`config.mk`:
```
export PLATFORM = sky130hd
export DESIGN_NAME = fp_result_packer
export DESIGN_NICKNAME = d
export VERILOG_FILES = /design/src/rtl/fp_pkg.sv /design/src/rtl/fp_round_rne.sv /design/src/rtl/fp_result_packer.sv
export SDC_FILE = /design/constraint.sdc
export NUM_CORES = 1
export LEC_CHECK = 0
export CAP_MARGIN = 20
export CORE_MARGIN = 3
export CORE_UTILIZATION = 50
export DETAILED_ROUTE_END_ITERATION = 12
export HOLD_SLACK_MARGIN = 0.03
export PLACE_DENSITY_LB_ADDON = 0.05
export SYNTH_ARGS = -nofsm -noshare
export SYNTH_HDL_FRONTEND = slang
export SYNTH_HIERARCHICAL = 1
export SYNTH_SLANG_ARGS = --single-unit
```
`constraint.sdc`:
```
create_clock -name clk -period 3.8 [get_ports clk]
set_input_delay 0.38 -clock clk [delete_from_list [all_inputs] [get_ports clk]]
set_output_delay 0.38 -clock clk [all_outputs]
set_load 0.03 [all_outputs]
```
`src/rtl/fp_pkg.sv`:
```
// Shared constants and types for the floating-point adder result stage.
`timescale 1ns/1ps
package fp_pkg;

    localparam int unsigned EXP_W   = 8;
    localparam int unsigned FRAC_W  = 23;
    localparam int unsigned BIAS    = 127;
    localparam int unsigned EXP_MAX = 255;

    // Bit positions inside the {guard, round, sticky} triple.
    localparam int unsigned GRS_G = 2;
    localparam int unsigned GRS_R = 1;
    localparam int unsigned GRS_S = 0;

    typedef enum logic [1:0] {
        StIdle,
        StNorm,
        StRound,
        StOut
    } state_t;

endpackage

```
`src/rtl/fp_round_rne.sv`:
```
// Round-to-nearest-even increment of a normalized mantissa using guard/round/sticky.
`timescale 1ns/1ps
module fp_round_rne
    import fp_pkg::*;
#(
    parameter int unsigned FRAC_W = fp_pkg::FRAC_W
) (
    input  logic [FRAC_W+1:0] m,
    input  logic [2:0]        grs,
    output logic [FRAC_W+1:0] m_rounded,
    output logic              carry,
    output logic              inexact
);

    logic round_up;

    always_comb begin
        round_up  = grs[GRS_G] & (grs[GRS_R] | grs[GRS_S] | m[0]);
        m_rounded = m + {{(FRAC_W+1){1'b0}}, round_up};
        carry     = m_rounded[FRAC_W+1];
        inexact   = |grs;
    end

endmodule

```
`src/rtl/fp_result_packer.sv`:
```
// Normalizes, rounds (RNE) and packs an unnormalized adder sum into an IEEE-754 word.
`timescale 1ns/1ps
module fp_result_packer #(
    parameter int unsigned EXP_W  = fp_pkg::EXP_W,
    parameter int unsigned FRAC_W = fp_pkg::FRAC_W
) (
    input  logic                    clk,
    input  logic                    reset,
    input  logic                    in_valid,
    output logic                    in_ready,
    input  logic                    in_sign,
    input  logic [EXP_W-1:0]        in_exponent,
    input  logic [FRAC_W+1:0]       in_mantissa,
    input  logic [2:0]              in_grs,
    output logic                    out_valid,
    input  logic                    out_ready,
    output logic [EXP_W+FRAC_W:0]   out,
    output logic                    out_overflow,
    output logic                    out_inexact,
    output logic                    out_underflow
);
    import fp_pkg::*;

    localparam int unsigned EW = EXP_W + 2;
    localparam int unsigned MW = FRAC_W + 2;
    localparam int unsigned W  = 1 + EXP_W + FRAC_W;
    localparam logic [EW-1:0] E_SAT = {2'b00, {EXP_W{1'b1}}};

    state_t          state_q;
    logic            sign_q;
    logic [EW-1:0]   exp_q;
    logic [MW-1:0]   mant_q;
    logic [2:0]      grs_q;

    logic [MW-1:0]   mant_rnd;
    logic            rnd_carry;
    logic            rnd_inexact;
    logic [FRAC_W:0] mant_post;
    logic [EW-1:0]   exp_post;
    logic            rnd_overflow;
    logic            rnd_underflow;
    logic [W-1:0]    rnd_word;

    assign in_ready = (state_q == StIdle) && !reset;

    fp_round_rne #(
        .FRAC_W(FRAC_W)
    ) u_round (
        .m         (mant_q),
        .grs       (grs_q),
        .m_rounded (mant_rnd),
        .carry     (rnd_carry),
        .inexact   (rnd_inexact)
    );

    always_comb begin
        mant_post = rnd_carry ? mant_rnd[MW-1:1] : mant_rnd[FRAC_W:0];
        exp_post  = rnd_carry ? exp_q + EW'(1) : exp_q;
        // A subnormal that rounds up into the hidden bit becomes the smallest normal.
        if (exp_post == '0 && mant_post[FRAC_W]) begin
            exp_post = EW'(1);
        end
        rnd_overflow = exp_post >= E_SAT;
        if (rnd_overflow) begin
            rnd_word = {sign_q, {EXP_W{1'b1}}, {FRAC_W{1'b0}}};
        end else begin
            rnd_word = {sign_q, exp_post[EXP_W-1:0], mant_post[FRAC_W-1:0]};
        end
        rnd_underflow = !rnd_overflow && (exp_post == '0) && rnd_inexact;
    end

    always_ff @(posedge clk or posedge reset) begin
        if (reset) begin
            state_q       <= StIdle;
            sign_q        <= 1'b0;
            exp_q         <= '0;
            mant_q        <= '0;
            grs_q         <= '0;
            out_valid     <= 1'b0;
            out           <= '0;
            out_overflow  <= 1'b0;
            out_inexact   <= 1'b0;
            out_underflow <= 1'b0;
        end else begin
            unique case (state_q)
                StIdle: begin
                    if (in_valid) begin
                        sign_q  <= in_sign;
                        exp_q   <= {2'b00, in_exponent};
                        mant_q  <= in_mantissa;
                        grs_q   <= in_grs;
                        state_q <= StNorm;
                    end
                end
                StNorm: begin
                    if (mant_q == '0 && grs_q == '0) begin
                        exp_q         <= '0;
                        out           <= {sign_q, {(W-1){1'b0}}};
                        out_overflow  <= 1'b0;
                        out_inexact   <= 1'b0;
                        out_underflow <= 1'b0;
                        state_q       <= StOut;
                    end else if (mant_q[FRAC_W+1]) begin
                        mant_q  <= mant_q >> 1;
                        grs_q   <= {mant_q[0], grs_q[GRS_G], grs_q[GRS_R] | grs_q[GRS_S]};
                        exp_q   <= exp_q + EW'(1);
                        state_q <= StRound;
                    end else if (mant_q[FRAC_W]) begin
                        state_q <= StRound;
                    end else if (exp_q <= EW'(1)) begin
                        exp_q   <= '0;
                        state_q <= StRound;
                    end else begin
                        mant_q <= {mant_q[FRAC_W:0], grs_q[GRS_G]};
                        grs_q  <= {grs_q[GRS_R], grs_q[GRS_S], 1'b0};
                        exp_q  <= exp_q - EW'(1);
                    end
                end
                StRound: begin
                    out           <= rnd_word;
                    out_overflow  <= rnd_overflow;
                    out_inexact   <= rnd_inexact;
                    out_underflow <= rnd_underflow;
                    state_q       <= StOut;
                end
                StOut: begin
                    // Result registers settle on entry; valid follows one cycle later.
                    if (!out_valid) begin
                        out_valid <= 1'b1;
                    end else if (out_ready) begin
                        out_valid <= 1'b0;
                        state_q   <= StIdle;
                    end
                end
                default: state_q <= StIdle;
            endcase
        end
    end

endmodule

```
==> results of run 1 <==
[worst max-delay path, cell delays in order, from the launching register on]
cell and delay [ns]:
dfrtp_1 0.49, and2_1 0.17, ha_1 0.19, nand4_1 0.20, nor4_4 0.24, nand3_1 0.23, xnor2_4 0.36, nand4_1 0.20
o21a_1 0.24, or3_1 0.44, o21ai_0 0.13, or3b_1 0.36, o21ai_0 0.14
[sequential cells by signal, summed over array words and instances, names as in the netlist]
register and flops:
out_valid 1, sign_q 1, out_overflow 1, state_q 2
exp_q 10, out 32, mant_q 25, out_underflow 1
out_inexact 1, grs_q 3
[worst max path at each step]
stage | startpoint | end | slack (ns) | depth (start not counted)
floorplan | mant_q[0]$_DFFE_PP0P_ | out[19]$_DFFE_PP0P_ | 0.63 | 11
global placement | grs_q[2]$_DFFE_PP0P_ | out[6]$_DFFE_PP0P_ | 0.41 | 13
detailed placement | grs_q[2]$_DFFE_PP0P_ | out_underflow$_DFFE_PP0P_ | 0.25 | 13
CTS | grs_q[2]$_DFFE_PP0P_ | out[19]$_DFFE_PP0P_ | 0.24 | 13
global route | grs_q[2]$_DFFE_PP0P_ | out[21]$_DFFE_PP0P_ | 0.06 | 14
finish | grs_q[2]$_DFFE_PP0P_ | out_underflow$_DFFE_PP0P_ | 0.33 | 12
[timing repair]
action | CTS | global route
buffers inserted | 0 | 1
gates resized for setup | 0 | 1
endpoints found under the setup margin | 0 | 24
[layout by cell type, fill, tap and decap left out, types with 19 or more instances in the layout]
cell             Yosys  final
a21oi_1             93     93
dfrtp_1             77     77
clkdlybuf4s50_1      0     77
nor2_1              75     75
nand2_1             64     64
mux2i_1             28     27
nand3_1             25     25
xnor2_1             25     24
o21ai_0             20     20
o21ai_1             19     19
[where the power goes]
part | switching [mW] | internal [mW] | leakage [nW]
registers | 0.650 | 1.23 | 0.904
logic | 2.05 | 1.50 | 1.54
clock network | 0.300 | 0.384 | 0.105
total | 3.00 | 3.11 | 2.55
[kinds of logic (layout without fill, tap and decap cells)]
group | Yosys count | in the layout
buf+inv | 57 | 118
mux | 35 | 35
flops | 77 | 77
fa+ha+maj | 9 | 9
compound gates | 174 | 174
simple gates | 244 | 244
xor+xnor | 40 | 40
[metrics by stage]
step | total power, mW | utilization [%] | instances | hold slack (ns)
after floorplan | 4.352 | - | 636 | 0.4750
after global placement | 5.269 | 61.09 | 813 | 0.4598
after detailed placement | 5.355 | 61.09 | 813 | 0.4705
after CTS | 6.067 | 63.23 | 828 | 0.4687
after global routing | 6.614 | 63.69 | 830 | 0.4995
final | 6.108 | 63.69 | 830 | 0.4627
[cell type report]
cell class	count	area, um^2	area share, %
multi-input combinational	502	3117	48.94
sequential	77	1927	30.26
clock buffer	11	141.4	2.220
inverter	11	41.29	0.6483
timing repair buffer	92	903.4	14.18
clock inverter	4	72.57	1.139
tap	133	166.4	2.613
[per-layer routing]
layer | track usage [%] | part of all wire (%)
met5 | 0 | 0
met1 | 35.53 | 48
met3 | 3.104 | 6.2
met2 | 35.83 | 45
met4 | 5.861 | 1.1
==> results.ini, run 1 <==
[run_status]
status = finished clean

[logic_synthesis]
synth_flop_cell = dfrtp_1
yosysSeqAreaShare_pct = 36.68
synth_nets = 686
synth_top_family_by_area = simple AND/OR/NAND/NOR gates
synth-seq-cells = 77
synth_common_cells = a21oi_1 (93), dfrtp_1 (77), nor2_1 (75)
synthSimpleGateAreaFrac_pct = 23.39
synth_compound_area_share_pct = 19.50
syn_area_um2 = 5254
synthTopCellsByArea = dfrtp_1 (37%), a21oi_1 (8.9%), nor2_1 (5.4%)
synth_edf_count = 0
yosysWarnings = 6
synth_top_area_share_pct = 36.68
synth.mux.area_fraction_pct = 6.835
syn_inst = 636
async_flop_share_pct = 100.0
synth-adder-area-share_pct = 2.143
yosysTopAreaCell = dfrtp_1
syn_avg_cell_area_um2 = 8.261
synth_cell_types = 64
yosysMostFrequentCell = a21oi_1
synth_xor_area_share_pct = 6.668

[timing]
drv_slew = 0
setup_ws_ns = 0.3303
fin_crit_sh_pct = 91.31
finClkSkew_ns = 0.01249
setup_tns_ns = 0
maxSlewHeadroom_pct = 43.91
setup-violations-final = 0
max_freq_mhz = 288.2
post-route-min-period_ns = 3.470
hold_viol = 0
rsz0062_at_grt = no
tightest_slew_ns = 0.8414

[cts]
root_buffer = clkbuf_8
h-tree-depth = 3
clk_latency_ns = 0.35
clockBufferDepth = 2
clk_pin_slew_ns = 0.08
ctsHoldBuffers = 0
cts_buffers = 9
cts_tree = yes
cts_sinks = 77

[critical_path]
crit_type = flip-flop to flip-flop
arrival_ns = 3.74
critPathCaptureType = flip-flop
cp-start-kind = flip-flop
rr_worst_depth = 12
crit_path_max_fanout = 14
r2r_slack_ns = 0.33
reg2reg_from = grs_q[2]$_DFFE_PP0P_
worstPathRequired_ns = 4.07
r2r-end = out_underflow$_DFFE_PP0P_

[place]
hpwlAfterDp_um = 9366
placed_area_um2 = 6108
post-place-ws_ns = 0.2465
gp_congestion = 0.8967
port_buffers = 77

[layout]
drive_gt1_share_pct = 7.461
final_nets = 743
design_area_um2 = 6369
nFillCells = 913
num_antenna_cells = 0
synthToLayoutAreaGrowth_pct = 21.22

[floorplanning]
rows = 36
die_area_um2 = 11770
die_x_um = 108.5
initial_core_util_pct = 52.54
core_um2 = 10000
ios = 78
die_h_um = 108.5

[global_route]
grt_pass1_vias = 4472
grt_pass1_wl_um = 22380
antenna_found_initial = 0
grt_max_degree = 58
grt_usage_pct = 23.59
overflow = 0

[routing]
drc = 0
postRouteAntennaNets = 0
drt_iter0_markers = 287
via_per_inst = 5.845
wl_per_cell_um = 16.06
finalWirelength_um = 13330
first_pass_iters = 5
vias = 4851

[power_and_ir_drop]
p_leak_nw = 2.548
p_per_area_nw_per_um2 = 959.0
vdd_drop_max_v = 0.0006199

[worst_hold_path]
hp-class = input port to async pin

[run]
cap_violations = 0

Power figures use the tool's default switching activity.
==> run 2, diff against run 1 <==
Settings changed: CORE_UTILIZATION 50 to 55, SKIP_LAST_GASP set to 1.
==> results.ini, run 2 (same netlist as run 1, synthesis figures left out) <==
[run_status]
status = finished clean

[power_and_ir_drop]
p_leak_nw = 2.560
vdd_drop_max_v = 0.0004085
p_per_area_nw_per_um2 = 974.1
p_total_mw = 6.205

[layout]
design_area_um2 = 6370
final_nets = 742
num_antenna_cells = 0
final_cells = 825
nFillCells = 790
mostFrequentLayoutCells = a21oi_1 (93), dfrtp_1 (77), clkdlybuf4s50_1 (77), nor2_1 (75), nand2_1 (64)
drive_gt1_share_pct = 7.471
regMostFlops = out
layout_commonest_cell = a21oi_1
synthToLayoutAreaGrowth_pct = 21.24
largest_reg_flops = 32
reg_top3 = out (32), mant_q (25), exp_q (10)

[routing]
first_pass_iters = 5
drt_iter0_markers = 280
postRouteAntennaNets = 0
wl_per_cell_um = 16.62
via_per_inst = 5.896
drc = 0
finalWirelength_um = 13720
vias = 4864

[global_route]
grt_usage_pct = 26.30
grt_pass1_wl_um = 23840
antenna_found_initial = 0
overflow = 0
grt_pass1_vias = 4856
grt_max_degree = 78

[critical_path]
critPathCaptureType = flip-flop
arrival_ns = 3.67
cp-start-kind = flip-flop
crit_path_max_fanout = 24
worstPathRequired_ns = 4.02
crit_type = flip-flop to flip-flop

[timing]
maxSlewHeadroom_pct = 33.92
tightest_slew_ns = 0.9912
hold_viol = 0
fin_crit_sh_pct = 90.67
rsz0062_at_grt = no
max_freq_mhz = 290.2
setup-violations-final = 0
setup_tns_ns = 0
setup_ws_ns = 0.3546
finClkSkew_ns = 0.009929
post-route-min-period_ns = 3.445
drv_slew = 0

[floorplanning]
ios = 78
rows = 35
core_um2 = 9240
die_h_um = 103.7
die_x_um = 103.7
die_area_um2 = 10760
initial_core_util_pct = 56.86

[place]
hpwlAfterDp_um = 9462
gp_congestion = 0.8779
port_buffers = 77
place_inst = 809
post-place-ws_ns = 0.4206
placed_area_um2 = 6103

[cts]
clk_pin_slew_ns = 0.08
cts_setup_buffers = 0
clockBufferDepth = 2
ctsHoldBuffers = 0
h-tree-depth = 3
cts_resized = 0
cts_sinks = 77
cts_tree = yes
cts_buffers = 9
clk_latency_ns = 0.35
root_buffer = clkbuf_8

[run]
cap_violations = 0

[worst_hold_path]
hp-class = flip-flop to flip-flop

## run 2: cell count changes in the layout (fill, tap and decap cells not counted), sizes merged
cell	previous run	this run
clkinvlp	1	0
buf	15	14
bufinv	2	3
## run 2: per-layer routing
layer	routed length, um	up-vias	global-route usage (%)
li1	-	2367	-
met1	5881	2324	34.39
met2	6875	149	45.33
met3	617	24	3.925
met4	341	0	7.882
met5	0	-	0
## run 2: where the power goes
part / switching (mW) / total, mW / internal (mW)
Clock: 0.314 / 0.783 / 0.468
Combinational: 2.08 / 3.56 / 1.48
Sequential: 0.633 / 1.86 / 1.23
Total: 3.03 / 6.20 / 3.18
## run 2: final timing paths
check / from / end / slack (ns) / cells past startpoint
max: grs_q[2]$_DFFE_PP0P_ / out_underflow$_DFFE_PP0P_ / 0.35 / 13
min: out[22]$_DFFE_PP0P_ / out[22]$_DFFE_PP0P_ / 0.49 / 2
max reg2reg: grs_q[2]$_DFFE_PP0P_ / out_underflow$_DFFE_PP0P_ / 0.35 / 13
min reg2reg: out[22]$_DFFE_PP0P_ / out[22]$_DFFE_PP0P_ / 0.49 / 2
max in group asynchronous: reset / out[25]$_DFFE_PP0P_ / 2.46 / 3
min in group asynchronous: reset / sign_q$_DFFE_PP0P_ / 0.69 / 3
## run 2: cell type report
| cell class | count | area (um^2) | area share (%) |
|---|---|---|---|
| multi-input cells | 502 | 3105 | 48.75 |
| clock inverters | 4 | 95.09 | 1.493 |
| flip-flops and latches | 77 | 1927 | 30.25 |
| inverters | 11 | 41.29 | 0.6482 |
| well taps | 129 | 161.4 | 2.534 |
| clock buffers | 11 | 151.4 | 2.377 |
| repair buffers | 91 | 888.4 | 13.95 |
## run 2: through the flow
| step | hold WS (ns) | util [%] |
|---|---|---|
| 3_5_place_dp | 0.4734 | 66.05 |
| 2_1_floorplan | 0.4750 | - |
| 4_1_cts | 0.4929 | 68.72 |
| 6_report | 0.4890 | 68.94 |
| 5_1_grt | 0.5211 | 68.94 |
| 3_3_place_gp | 0.4609 | 66.05 |
## run 2: worst max-delay path: stages, from the launching register on
cell and delay, ns:
dfrtp_1 0.49, and2_1 0.17, ha_1 0.20, nand4_1 0.20
nor4_4 0.21, nand3_1 0.16, xnor2_2 0.32, nand4_1 0.34
xnor2_1 0.30, and4_1 0.21, o21ai_0 0.16, nand3_1 0.13
buf_4 0.28, o21ai_0 0.15
==> run 3, diff against run 2 <==
Settings changed: CORE_UTILIZATION 55 to 50, GPL_TIMING_DRIVEN set to 0.
Clock period 3.8 ns to 2.9 ns, I/O delays scaled along.
==> results.ini, run 3 (same netlist as run 1, synthesis figures left out) <==
[timing]
maxSlewHeadroom_pct = 50.63
whs_ns = 0.2319
hold_viol = 0
fin_crit_sh_pct = 103.7
drv_slew = 0
rsz0062_at_grt = yes
max_freq_mhz = 332.6
setup-violations-final = 22
finClkSkew_ns = 0.01439
setup_ws_ns = -0.1064
post-route-min-period_ns = 3.006
tightest_slew_ns = 0.7262

[routing]
drt_iter0_markers = 383
finalWirelength_um = 16080
vias = 5344
wl_per_cell_um = 18.28
drc = 0
via_per_inst = 6.073
postRouteAntennaNets = 0
first_pass_iters = 5

[critical_path]
path_delay_family = simple AND/OR/NAND/NOR gates
path_depth = 12
crit_path_frequent_cell = nand4_1
path_buf_inv = 0
crit_path_max_fanout = 4
worstPathRequired_ns = 3.19
path_cells = and2_4 > ha_4 > nand4_1 > nor4_4 > nand3_2 > xnor2_4 > nand4_1 > o21a_1 > or3_4 > o21ai_2 > or3b_4 > o21ai_1
crit_type = flip-flop to flip-flop
slowest_delay_ns = 0.42
arrival_ns = 3.30
rr_worst_depth = 12
critPathCaptureType = flip-flop
cp-start-kind = flip-flop
cp_slowest_cell = or3b_4

[layout]
largest_reg_flops = 32
reg_top3 = out (32), mant_q (25), exp_q (10)
mostFrequentLayoutCells = a21oi_1 (90), clkdlybuf4s50_1 (77), nor2_1 (75), dfrtp_1 (74), nand2_1 (64)
synthToLayoutAreaGrowth_pct = 31.63
regMostFlops = out
layout_commonest_cell = a21oi_1
final_nets = 792
num_antenna_cells = 0
multiInputGateArea_um2 = 3328
drive_gt1_share_pct = 15.53
nFillCells = 859
regArea_um2 = 1931
design_area_um2 = 6915

[global_route]
overflow = 0
antenna_found_initial = 0
grt_pass1_vias = 5161
grt_usage_pct = 27.55
grt_max_degree = 64
grt_pass1_wl_um = 25750

[power_and_ir_drop]
p_per_area_nw_per_um2 = 1288
p_sw_mw = 4.407
clkPwrFrac_pct = 12.4
p_leak_nw = 2.786
p_int_mw = 4.501
combPwrFrac_pct = 62.2
vdd_drop_max_v = 0.0006613
power_frac_seq_pct = 25.5
p_total_mw = 8.909
swShare_pct = 49.47

[floorplanning]
die_x_um = 108.5
initial_core_util_pct = 52.54
ios = 78
die_area_um2 = 11770
die_h_um = 108.5
rows = 36
core_um2 = 10000

[place]
placed_area_um2 = 6241
post-place-ws_ns = -0.7865
port_buffers = 77
hpwlAfterDp_um = 10980
gp_congestion = 0.9199

[cts]
root_buffer = clkbuf_8
clk_latency_ns = 0.36
clockBufferDepth = 2
cts_tree = yes
clk_pin_slew_ns = 0.09
h-tree-depth = 3
cts_buffers = 9
ctsHoldBuffers = 0
cts_sinks = 77

[worst_hold_path]
hp-class = input port to async pin

[run_status]
status = finished with violations
violations = negative setup slack

[run]
cap_violations = 0

-- run 3: cell types whose count changed in the layout (fill, tap and decap cells not counted), moves of 4 or more --
cell	change
buf_4	+5
buf_1	+4
clkbuf_2	+7
nor4_1	-4
buf_2	+8
o21ai_2	+8
clkbuf_1	+19
buf_6	+7
o21ai_1	-4
o21ai_0	-5
-- run 3: layout make-up --
| type | instances | area share, % |
|---|---|---|
| Multi-Input combinational cell | 502 | 48.13 |
| Inverter | 11 | 0.6333 |
| Tap cell | 133 | 2.406 |
| Buffer | 44 | 3.420 |
| Sequential cell | 77 | 27.92 |
| Clock buffer | 10 | 1.845 |
| Clock inverter | 6 | 1.936 |
| Timing Repair Buffer | 97 | 13.71 |
-- run 3: what timing repair did --
action,4_1_cts,5_1_grt
setup endpoints to repair,53,62
resized for setup,33,33
pin swaps,17,14
gates cloned,1,0
buffers inserted,14,4
-- run 3: worst paths after layout --
kind | start | to | slack, ns
max in group asynchronous | reset | out_inexact$_DFFE_PP0P_ | 2.08
max | grs_q[2]$_DFFE_PP0P_ | out_underflow$_DFFE_PP0P_ | -0.11
min in group clk | out_overflow$_DFFE_PP0P_ | out_overflow$_DFFE_PP0P_ | 0.48
min reg2reg | out_overflow$_DFFE_PP0P_ | out_overflow$_DFFE_PP0P_ | 0.48
max reg2reg | grs_q[2]$_DFFE_PP0P_ | out_underflow$_DFFE_PP0P_ | -0.11
min | reset | out_valid$_DFFE_PP0N_ | 0.23
-- run 3: routing by layer --
layer / wire [um] / vias up / share of wire (%) / track usage, %
met4: 352 / 0 / 2.2 / 8.656
met5: 0 / - / 0 / 0
li1: - / 2479 / - / -
met1: 6975 / 2588 / 43 / 38.66
met3: 1225 / 32 / 7.6 / 3.940
met2: 7531 / 245 / 47 / 43.95
-- run 3: through the flow --
| step | std cells | TNS [ns] | utilization (%) |
|---|---|---|---|
| after detailed placement | 847 | -21.34 | 62.41 |
| after floorplan | 636 | -1.263 | - |
| after global placement | 846 | -74.21 | 62.11 |
| final | 880 | -1.238 | 69.16 |
| after CTS | 877 | -5.016 | 67.52 |
| after global routing | 880 | -4.824 | 69.16 |
-- run 3: worst register-to-register path: stages (launching register included) --
cell     delay (ns)
dfrtp_2        0.38
and2_4         0.15
ha_4           0.12
nand4_1        0.24
nor4_4         0.29
nand3_2        0.17
xnor2_4        0.22
nand4_1        0.16
o21a_1         0.22
or3_4          0.37
o21ai_2        0.07
or3b_4         0.42
o21ai_1        0.14
-- run 3: power by group through the flow --
| stage | Combinational (mW) | Sequential (mW) | Clock, mW |
|---|---|---|---|
| floorplan | 3.15 | 2.58 | 0 |
| global placement | 4.90 | 2.23 | 0 |
| detailed placement | 5.00 | 2.26 | 0 |
| CTS | 5.27 | 2.23 | 1.10 |
| global route | 6.06 | 2.33 | 1.15 |
| finish | 5.54 | 2.27 | 1.10 |
